<file path="config.mk">
export PLATFORM = sky130hd
export DESIGN_NAME = apu_frame_counter_unit
export DESIGN_NICKNAME = d
export VERILOG_FILES = /design/src/rtl/apu_pkg.sv /design/src/rtl/apu_frame_counter_unit.sv
export SDC_FILE = /design/constraint.sdc
export NUM_CORES = 1
export LEC_CHECK = 0
export ABC_AREA = 1
export CAP_MARGIN = 20
export CORE_AREA = 2 2 41 43
export CTS_CLUSTER_DIAMETER = 200
export CTS_CLUSTER_SIZE = 40
export DETAILED_ROUTE_END_ITERATION = 8
export DIE_AREA = 0 0 43 45
export HOLD_SLACK_MARGIN = 0.06
export PLACE_DENSITY = 0.77
export SYNTH_ARGS = -nofsm -noshare
export SYNTH_HDL_FRONTEND = slang
export SYNTH_SLANG_ARGS = --single-unit
</file>
<file path="constraint.sdc">
create_clock -name iClk -period 2.55 [get_ports iClk]
set_input_delay 0.51 -clock iClk [delete_from_list [all_inputs] [get_ports iClk]]
set_output_delay 0.51 -clock iClk [all_outputs]
set_load 0.05 [all_outputs]
</file>
<file path="src/rtl/apu_pkg.sv">
// Shared constants for the APU frame-sequencer counters.
// MODE selectors and the standard counter widths used by the channels.
package apu_pkg;

    localparam int MODE_LINEAR  = 0;
    localparam int MODE_LENGTH  = 1;

    // Triangle linear counter width.
    localparam int APU_LINEAR_W = 7;
    // Output width of the length-table lookup done in the register decoder.
    localparam int APU_LENGTH_W = 8;

endpackage

</file>
<file path="src/rtl/apu_frame_counter_unit.sv">
// One channel's frame-sequencer-driven down-counter: either the triangle
// linear counter (MODE_LINEAR) or a length counter (MODE_LENGTH).
// Ports:
//   iClk, iReset     clock, async active-high reset
//   iTick            quarter-frame (LINEAR) / half-frame (LENGTH) strobe
//   iWrite           CPU write to this channel's duration register
//   iControl_flag    LINEAR: keep reload flag set; LENGTH: halt
//   iChannel_enable  LENGTH: status enable bit (ignored in LINEAR)
//   iDuration        reload / load value
//   oData            counter nonzero, gates the channel output
//   oCount           current counter value
//   oExpired         one-cycle pulse when a decrement reaches zero
module apu_frame_counter_unit
    import apu_pkg::*;
#(
    parameter int WIDTH = 7,
    parameter int MODE  = MODE_LINEAR
) (
    input  logic             iClk,
    input  logic             iReset,
    input  logic             iTick,
    input  logic             iWrite,
    input  logic             iControl_flag,
    input  logic             iChannel_enable,
    input  logic [WIDTH-1:0] iDuration,
    output logic             oData,
    output logic [WIDTH-1:0] oCount,
    output logic             oExpired
);

    logic [WIDTH-1:0] count_q, count_d;
    logic             expired_q, expired_d;

    always_ff @(posedge iClk or posedge iReset) begin
        if (iReset) begin
            count_q   <= '0;
            expired_q <= 1'b0;
        end else begin
            count_q   <= count_d;
            expired_q <= expired_d;
        end
    end

    assign oData    = (count_q != '0);
    assign oCount   = count_q;
    assign oExpired = expired_q;

    if (MODE == MODE_LINEAR) begin : g_linear
        logic reload_q, reload_d;
        logic unused_enable;

        assign unused_enable = iChannel_enable;

        always_ff @(posedge iClk or posedge iReset) begin
            if (iReset) begin
                reload_q <= 1'b1;
            end else begin
                reload_q <= reload_d;
            end
        end

        always_comb begin
            count_d   = count_q;
            reload_d  = reload_q;
            expired_d = 1'b0;
            if (iTick) begin
                // A write landing on the same tick already counts as a
                // pending reload.
                if (reload_q || iWrite) begin
                    count_d = iDuration;
                end else if (count_q != '0) begin
                    count_d   = count_q - WIDTH'(1);
                    expired_d = (count_q == WIDTH'(1));
                end
                if (!iControl_flag) begin
                    reload_d = 1'b0;
                end
            end
            // Write is applied last so it wins over the tick's clear.
            if (iWrite) begin
                reload_d = 1'b1;
            end
        end
    end else begin : g_length
        always_comb begin
            count_d   = count_q;
            expired_d = 1'b0;
            if (!iChannel_enable) begin
                count_d = '0;
            end else if (iWrite) begin
                count_d = iDuration;
            end else if (iTick && !iControl_flag && count_q != '0) begin
                count_d   = count_q - WIDTH'(1);
                expired_d = (count_q == WIDTH'(1));
            end
        end
    end

endmodule

</file>
==> reports/summary.txt <==
Total GRT Usage -> 0.158
Prevailing post-synth register cell -> dfrtp_1
Finished Cell Area -> 885 um^2
FFs w/ async S/R, synth -> 1.00
Synth Cell Area -> 649 um^2
PwrDens -> 553 nW/um^2
Commonest cells post-synth -> nand2_1, inv_1, dfrtp_1
Cell Chain, Critical Path -> clkdlybuf4s50_1
WL met2 -> 650 um
H-tree depth -> 1
Initial Utilization -> 0.441
Total core area -> 1470 um^2
CP max FO -> 6
Clock slew at reported path FFs -> 60 ps
Number of global-route vias before repair -> 547
Sw power -> 196 uW
Vias -> 616
Count leader, synth -> nand2_1
Max-cap violations -> 0
Final Cycle Share -> 0.816
Worst Hold Class -> input pin to asynchronous set/reset pin
Clock skew -> 0.397 ps
Row cnt -> 14
Sw Share -> 0.401
Post-route setup TNS -> 0 ps
Final worst path period need -> 2080 ps
Hold_buf cts -> 0
Global-route wire length before repair -> 2280 um
Synth Register Bits -> 9
Chip Width -> 43 um
Slew Limit Fails -> 0
Largest net degree at the start of global routing -> 13
Met3 wire length -> 51 um
HPWL after DPL -> 1100 um
CP delay by family, top -> buffers and inverters
Flop pwr share -> 0.363
Buffers from clock root to sink, at most -> 2
Routed length per instance -> 10.9 um
Worst VDD drop -> 0.294 mV
Routed WL -> 1380 um
Worst Tran Pin Value -> 500 ps
Synth Instances -> 88
Slew headroom -> 0.665
Clock sinks -> 9
Clk_lat worst skew -> 260 ps
Antenna Nets Post-Route -> 0
P_int -> 293 uW
Syn Nets -> 104
Yosys warning total -> 0
Worst Path Buf+Inv -> 1
Synth area leaders -> dfrtp_1, nand2_1, o21ai_2
Post-synth EDFFs -> 0
Router iterations before antenna repair -> 4
ANT cells -> 0
# IOs -> 22
Post_cts resized -> 0
Placed cell areas -> 858 um^2
WP data required -> 2040 ps
Gpl congestion -> 0.789
Metal-1 WL -> 656 um
Critical path class -> flip-flop to output port
Status -> complete, no violations
Clock Tree Root -> clkbuf_4
Crit path largest cell delay -> 850 ps
Final setup viols -> 0
CP Capture Type -> output port
Clock group share of total power -> 0.235
Combinational Power Share -> 0.402
Total gr overflow -> 0
Iteration-0 DRC Markers -> 8
RSZ-0062 raised after global routing -> no
Syn-to-layout area delta -> 36.2%
Post-synth top area cell -> dfrtp_1
Leak -> 0.000419 uW
Avg Cell Area, Syn -> 7.38 um^2
Total setup buffers inserted after CTS -> 0
Yosys top cell area share -> 0.308
Remaining DRCs -> 0
Die Height -> 45 um
Fmax -> 480 MHz
CTS buffer count -> 3
Initial antenna violation count -> 0
Nets@finish -> 128
Vias/cell -> 4.85
Port Buffers -> 20
Worst setup SP type -> flip-flop
Count of cell types in the netlist -> 24
TritonCTS clock tree -> built
Final Hold Viols -> 0
Crit path DAT -> 1570 ps
DR top layer -> met4
Share of layout cells above drive strength 1 -> 0.198
Sequential cell area fraction in the yosys report -> 0.349
Die area -> 1940 um^2
Slowest-stage cell, CP -> clkdlybuf4s50_1
Overall power -> 489 uW
## metal layers
| layer | vias to the layer above | global-route usage |
|---|---|---|
| li1 | 323 | - |
| met1 | 276 | 0.203 |
| met2 | 13 | 0.264 |
| met3 | 4 | 0.0240 |
| met4 | 0 | 0.0727 |
| met5 | - | 0 |
## final cells by class
type	instances	area [um^2]
fillers	146	587
multi-input cells	63	354
flip-flops and latches	9	226
repair buffers	21	205
inverters	14	52.6
clock buffers	4	26.3
well taps	16	20.0
## worst reg2reg max path, stage by stage (launching register included)
cell and delay (ps):
dfrtp_1 450, inv_1 130, ha_1 150, inv_1 60, nor2_4 130, nand3_2 100, nand2_2 250, inv_1 80
nand2_1 60, nand2_1 40
## power groups by stage
stage	Sequential, uW	Combinational (uW)	Clock, uW
after global placement	179	194	0
after CTS	178	198	114
after floorplan	226	87.4	0
after detailed placement	181	197	0
after global routing	180	213	121
final	178	197	115
## state kept, by name (all words and copies together), names as in the netlist
register / cells
oExpired: 1
oCount: 7
g_linear.reload_q: 1
## cells by family (layout without fill, tap and decap cells)
kind of cell,after synthesis,in the layout,share of synthesized area
AO/OA/AOI/OAI,10,10,0.110
XOR/XNOR,1,1,0.0135
adder cells (fa/ha/maj),3,3,0.0578
buffers and inverters,16,39,0.106
flip-flops,9,9,0.349
multiplexers,1,1,0.0154
AND/OR/NAND/NOR,48,48,0.349
## path summary, 6_finish.rpt
check | start | to | slack [ps] | depth (start not counted)
min in group iClk | oCount[5] | oCount[5] | 510 | 2
max reg2reg | oCount[0] | oCount[5] | 1000 | 9
min reg2reg | oCount[5] | oCount[5] | 510 | 2
max | oCount[0] | oCount[0] | 470 | 1
min | iReset | oCount[4] | 510 | 2
max in group asynchronous | iReset | g_linear.reload_q | 1740 | 2
## through the flow
stage | worst slack (ps) | cells | utilization | hold WS, ps
floorplan | 534 | 88 | - | 337
CTS | 475 | 127 | 0.601 | 514
finish | 468 | 127 | 0.601 | 507
global placement | 731 | 123 | 0.583 | 491
detailed placement | 738 | 123 | 0.583 | 500
global route | 444 | 127 | 0.601 | 553
## placed cells by master, fill, tap and decap left out, types with 3 or more instances in the layout
master	Yosys	routed
nand3_1	5	5
clkbuf_4	0	3
nor2_1	6	6
o21ai_2	5	5
inv_2	3	3
nand2_1	25	25
dfrtp_1	8	8
clkdlybuf4s50_1	0	19
ha_1	3	3
inv_1	11	11
o21ai_0	3	3
No activity file was read; power rests on OpenSTA's default activity.
